File: config.mk
export PLATFORM = sky130hd
export DESIGN_NAME = serial_compare_ctrl
export DESIGN_NICKNAME = d
export VERILOG_FILES = /design/src/rtl/serial_compare_ctrl.sv
export SDC_FILE = /design/constraint.sdc
export NUM_CORES = 1
export LEC_CHECK = 0
export BUFFER_PORTS_ARGS = -buffer_cell sky130_fd_sc_hd__buf_2
export CAP_MARGIN = 20
export CORE_ASPECT_RATIO = 0.9
export CORE_MARGIN = 5
export CORE_UTILIZATION = 30
export DETAILED_ROUTE_END_ITERATION = 16
export PLACE_DENSITY = 0.59
export SLEW_MARGIN = 20
export SYNTH_ARGS = -nofsm -noshare
export SYNTH_HDL_FRONTEND = slang
export SYNTH_SLANG_ARGS = --single-unit
File: constraint.sdc
create_clock -name clk -period 1.6 [get_ports clk]
set_input_delay 0.24 -clock clk [delete_from_list [all_inputs] [get_ports clk]]
set_output_delay 0.24 -clock clk [all_outputs]
set_load 0.02 [all_outputs]
File: src/rtl/serial_compare_ctrl.sv
// serial_compare_ctrl: bit-serial magnitude comparator controller.
// Walks two WIDTH-bit operands MSB first through an external one-bit
// comparator slice. The slice's {G,Eq,L} outputs are fed back through a
// cascade register, and the final cascade value is the comparison result.
//
// Optional feature: define SERIAL_CMP_EARLY_EXIT_EN to finish as soon as the
// slice reports a strict inequality, without processing the remaining bits.
//
// Ports:
//   clk, rst                   clock, synchronous active-high reset
//   start, a_word, b_word      request and operands (captured in IDLE)
//   cmp_a, cmp_b               current operand bits to the slice
//   cmp_in_g/eq/l              cascade inputs to the slice
//   cmp_G, cmp_Eq, cmp_L       slice outputs
//   busy                       high while bits are being processed
//   done                       one-cycle pulse when gt/eq/lt become valid
//   gt, eq, lt                 result, held until the next accepted start
//   err                        sticky: slice output was not one-hot
module serial_compare_ctrl #(
  parameter int unsigned WIDTH = 8
) (
  input  logic             clk,
  input  logic             rst,
  input  logic             start,
  input  logic [WIDTH-1:0] a_word,
  input  logic [WIDTH-1:0] b_word,
  output logic             cmp_a,
  output logic             cmp_b,
  output logic             cmp_in_g,
  output logic             cmp_in_eq,
  output logic             cmp_in_l,
  input  logic             cmp_G,
  input  logic             cmp_Eq,
  input  logic             cmp_L,
  output logic             busy,
  output logic             done,
  output logic             gt,
  output logic             eq,
  output logic             lt,
  output logic             err
);

  localparam int unsigned IDX_W = (WIDTH > 1) ? $clog2(WIDTH) : 1;

  typedef enum logic [1:0] {
    S_IDLE = 2'd0,
    S_RUN  = 2'd1,
    S_DONE = 2'd2
  } state_t;

  state_t             state;
  logic [WIDTH-1:0]   a_reg;
  logic [WIDTH-1:0]   b_reg;
  logic [IDX_W-1:0]   idx;
  logic [2:0]         casc;      // {g, eq, l}
  logic [2:0]         slice_out;
  logic               last_bit;

  assign slice_out = {cmp_G, cmp_Eq, cmp_L};

  // Decide whether this RUN edge is the final one.
`ifdef SERIAL_CMP_EARLY_EXIT_EN
  assign last_bit = (idx == '0) || cmp_G || cmp_L;
`else
  assign last_bit = (idx == '0);
`endif

  // Slice drive: only meaningful in RUN, forced quiet elsewhere.
  always_comb begin
    cmp_a     = 1'b0;
    cmp_b     = 1'b0;
    cmp_in_g  = 1'b0;
    cmp_in_eq = 1'b0;
    cmp_in_l  = 1'b0;
    if (state == S_RUN) begin
      cmp_a     = a_reg[idx];
      cmp_b     = b_reg[idx];
      cmp_in_g  = casc[2];
      cmp_in_eq = casc[1];
      cmp_in_l  = casc[0];
    end
  end

  // Control FSM with registered status/result outputs.
  always_ff @(posedge clk) begin
    if (rst) begin
      state <= S_IDLE;
      a_reg <= '0;
      b_reg <= '0;
      idx   <= '0;
      casc  <= '0;
      busy  <= 1'b0;
      done  <= 1'b0;
      gt    <= 1'b0;
      eq    <= 1'b0;
      lt    <= 1'b0;
      err   <= 1'b0;
    end else begin
      done <= 1'b0;
      case (state)
        S_IDLE: begin
          if (start) begin
            a_reg <= a_word;
            b_reg <= b_word;
            idx   <= IDX_W'(WIDTH - 1);
            casc  <= 3'b010;
            gt    <= 1'b0;
            eq    <= 1'b0;
            lt    <= 1'b0;
            err   <= 1'b0;
            busy  <= 1'b1;
            state <= S_RUN;
          end
        end
        S_RUN: begin
          casc <= slice_out;
          idx  <= idx - IDX_W'(1);
          // A malformed slice response is flagged but still propagated raw.
          if (!$onehot(slice_out)) begin
            err <= 1'b1;
          end
          if (last_bit) begin
            busy  <= 1'b0;
            done  <= 1'b1;
            gt    <= cmp_G;
            eq    <= cmp_Eq;
            lt    <= cmp_L;
            state <= S_DONE;
          end
        end
        S_DONE: begin
          state <= S_IDLE;
        end
        default: begin
          state <= S_IDLE;
        end
      endcase
    end
  end

endmodule

==> Word-level counts from Yosys, hierarchy flattened <==
Index checks and enable logic that the tools add are counted.
{ "totals": {"register_bits": 30, "input_bits": 22, "out_inout_bits": 11, "elab_cells": 59} }
{ "op_classes": {"addsub": 3, "n_lt_le_gt_ge": 1, "n_eq_ne": 5, "muxes": 29, "n_bitwise": 1, "reduce_logical": 9} }
{ "ops": {"columns": ["op", "count"], "rows": [
  ["$mux 1", 15],
  ["$pmux 3 s2", 2],
  ["$pmux 1 s2", 5],
  ["$bmux 1 s3", 2],
  ["$mux 3", 2],
  ["$ne 2x2->1 const B", 3],
  ["$reduce_and 2->1", 3],
  ["$reduce_and 3->1", 2],
  ["$eq 2x1->1 const B", 2],
  ["$lt 3x4->1 const B", 1],
  ["$mux 2", 2],
  ["$pmux 2 s2", 1],
  ["$logic_not 3->1", 1],
  ["$sub 3x1->3 const B", 1],
  ["$add 1x1->2", 1],
  ["$add 2x1->2", 1],
  ["$logic_not 2->1", 1],
  ["$reduce_bool 2->1", 1],
  ["$reduce_or 2->1", 1],
  ["$not 1->1", 1]
]} }

==> Logic depth before layout (Yosys ltp) <==
{ "depth": {"ltp_word": 5, "depth_mapped": 6, "depth_no_buf": 5} }

==> Worst setup path before layout <==
OpenSTA, ideal clock, no wires.
{ "synth_timing": {"kind": "reg2out", "start": "reg idx[2]", "end": "out cmp_a", "t_arrival_ps": 1171, "required_time_ps": 1360, "path_slack_ps": 189, "path_stages_with_launch": 5, "path_buffers": 1, "path_cell_list": "dfxtp_1 -> clkbuf_1 -> mux4_2 -> nand2_1 -> a21oi_1"} }
{ "synth_between": {"elab_chain_cells": 3} }
{ "synth_lines": {"columns": ["element", "line_no", "source"], "rows": [
  ["start, declared", "54", "logic [IDX_W-1:0] idx;"],
  ["start signal, assigned", "105", "idx <= IDX_W'(WIDTH - 1);"],
  ["start signal, assigned", "117", "idx <= idx - IDX_W'(1);"],
  ["$bmux 1 s3", "76", "cmp_a = a_reg[idx];"],
  ["$mux 1 (implied by the code)", "76", null],
  ["$mux 1", "75", "if (state == S_RUN) begin"],
  ["end, declared", "27", "output logic cmp_a,"]
]} }
Every way passes these cells. The select of a mux whose other input is x is not followed.

==> Worst setup path in the final report <==
{ "layout_timing": {"start": "reg idx[1]", "end": "out cmp_a"} }
Same word-level chain as after synthesis.

==> flow_summary.yaml <==
die:
  ios: 33
  die_h_um: 73.1
  core_region_area_um2: 4370
  die_x_um: 80.1
  rows: 23
  start_util: 0.303
  fp.dieArea_um2: 5860
cts:
  cts_root_buf: "clkbuf_8"
  cts_inserted_buffers: 5
  clock_sinks: 30
  hold_buffers: 0
  postCtsSetupRepairBufs: 0
  clock_latency_ps: 270
  cts_max_level: 2
  cts.clk_slew.worst_paths_ps: 60
  clockBufferDepth: 2
  cts_tree: "done"
placed_design:
  gp_congestion: 0.749
  dp_cells: 235
  place_area_um2: 1530
  io_buffers: 32
  dp_hpwl_um: 2030
  pre_cts_ws_ps: 24.3
timing:
  fmax_mhz: 589
  tightest_slew_ps: 376
  fin_ws_ps: -99.0
  maxSlewHeadroom: 0.749
  slew_violations: 0
  skew_ps: 4.74
  fin_crit_sh: 1.06
  layout_min_cycle_time_ps: 1700
  holdWs_ps: 199
  setup_viol: 2
  finalHoldViolations: 0
  final.setup.tns_ps: -180
  rsz0062_at_grt: "true"
min_path:
  hp-start: "b_word[0]"
  min_path_cells: 3
  hold_path_end: "b_reg[0]"
  hold_path_class: "in2reg"
drt:
  routed_wl_um: 2710
  drtPass1Iterations: 4
  drc_errors: 0
  first_iter_violations: 66
  wl_per_cell_um: 11.2
  via_per_inst: 4.37
  vias: 1062
  ant_nets: 0
critical_path:
  cp.required_ps: 1360
  reg2reg_depth: 5
  crit_type: "reg2out"
  start_kind: "flop"
  worstPathMaxFanout: 5
  rr_endpoint: "a_reg[1]"
  endpoint_kind: "primary output"
  cp.arrival_ps: 1460
  reg2reg_from: "state[0]"
  reg2reg_slack_ps: 270
finish:
  area_growth_syn_to_layout_pct: 25.9
  num_antenna_cells: 0
  drive_gt1_frac: 0.348
  regArea_um2: 604
  fin_cells: 243
  final_nets: 205
  fin_util: 0.382
  fillers: 480
  final_area_um2: 1670
  multi_input_area_um2: 662
global_routing:
  grt_overflow_total: 0
  grt_pass1_vias: 1023
  grt_first_pass_wirelength_um: 4660
  grt_max_degree: 21
  grt_antenna_before_repair: 0
  grt_use_total: 0.102
logic_synthesis:
  async_reset_ff_frac: 0
  synth_top_area_cell: "dfxtp_1"
  synth_edf_count: 0
  ys_ff_latch: 30
  ys_warn_count: 0
  synth_top_area_share: 0.452
  postSynthAreaPerCell_um2: 9.09
  synth_ff_type: "dfxtp_1"
  netlist_area_um2: 1330
  synth.top_cells.by_count: "33 x nand2_1, 30 x dfxtp_1, 21 x a21oi_1"
  syn_inst: 146
  synth_cell_types: 31
  synthesis.nets: 171
  ys_seq_area_frac: 0.452
  synth_most_common_cell: "nand2_1"
  synth_area_leaders: "dfxtp_1 45%, nand2_1 9.3%, a21oi_1 7.9%"
run_status:
  status: "finished, violations left"
  violations: "setup timing"
power:
  irDropWorstVdd_v: 0.000633
  p_leak_nw: 0.682
  power_density_nw_per_um2: 1100
  total_power_mw: 1.84
flow_run:
  drv_cap: 0
==> critical path, cell delays in order (launching register included) <==
cell	delay (ps)
dfxtp_4	390
mux4_2	510
nand2_2	80
a21oi_2	50
buf_4	160
==> where the power goes <==
group          internal [mW]  switching [mW]
clock network          0.434           0.266
logic                  0.135           0.162
registers              0.803          0.0435
==> worst max-delay path by stage <==
stage                       from     to  slack [ps]  depth (start not counted)
after global placement    idx[1]  cmp_a          60                          4
after global routing      idx[1]  cmp_b        -160                          4
after detailed placement  idx[1]  cmp_a          20                          4
after CTS                 idx[1]  cmp_a        -120                          4
after floorplan           idx[2]  cmp_a         190                          4
final                     idx[1]  cmp_a        -100                          4
==> layout by cell type, fill, tap and decap left out, drive strengths merged, types with 2 or more instances in the layout <==
cell type | netlist | routed
o21ai | 3 | 3
nand2b | 6 | 6
inv | 3 | 3
a22oi | 2 | 2
nor2 | 7 | 7
buf | 6 | 37
dfxtp | 30 | 30
and2 | 3 | 3
ha | 2 | 2
a211oi | 2 | 2
mux4 | 4 | 4
clkbuf | 4 | 8
nor3 | 3 | 3
o2bb2ai | 3 | 3
a21oi | 22 | 22
nand3b | 2 | 2
nand2 | 37 | 37
==> repair_timing <==
action	4_1_cts	5_1_grt
setup endpoints to repair	2	5
endpoints found under the hold margin	0	0
pin swaps	4	3
resized for setup	7	3
gates cloned	0	0
==> layer usage <==
layer	routed length, um	track usage
met1	1380	0.136
met2	1180	0.155
met3	125	0.0358
met4	19	0.0338
met5	0	0
==> cell type report <==
type                            instances  share of cell area
Inverter                                3             0.00674
Multi-Input combinational cell        103               0.396
Tap cell                               62              0.0464
Sequential cell                        30               0.362
Clock buffer                            8              0.0659
Timing Repair Buffer                   37               0.124
==> cell families after synthesis <==
family | Yosys count | share of synthesized area
buffers and inverters | 13 | 0.0603
adders and majority gates | 3 | 0.0339
muxes | 4 | 0.0679
and+or+nand+nor | 61 | 0.226
DFF | 30 | 0.452
AOI/OAI and AO/OA | 35 | 0.159
Note: power is estimated with default switching activity, not from simulation.
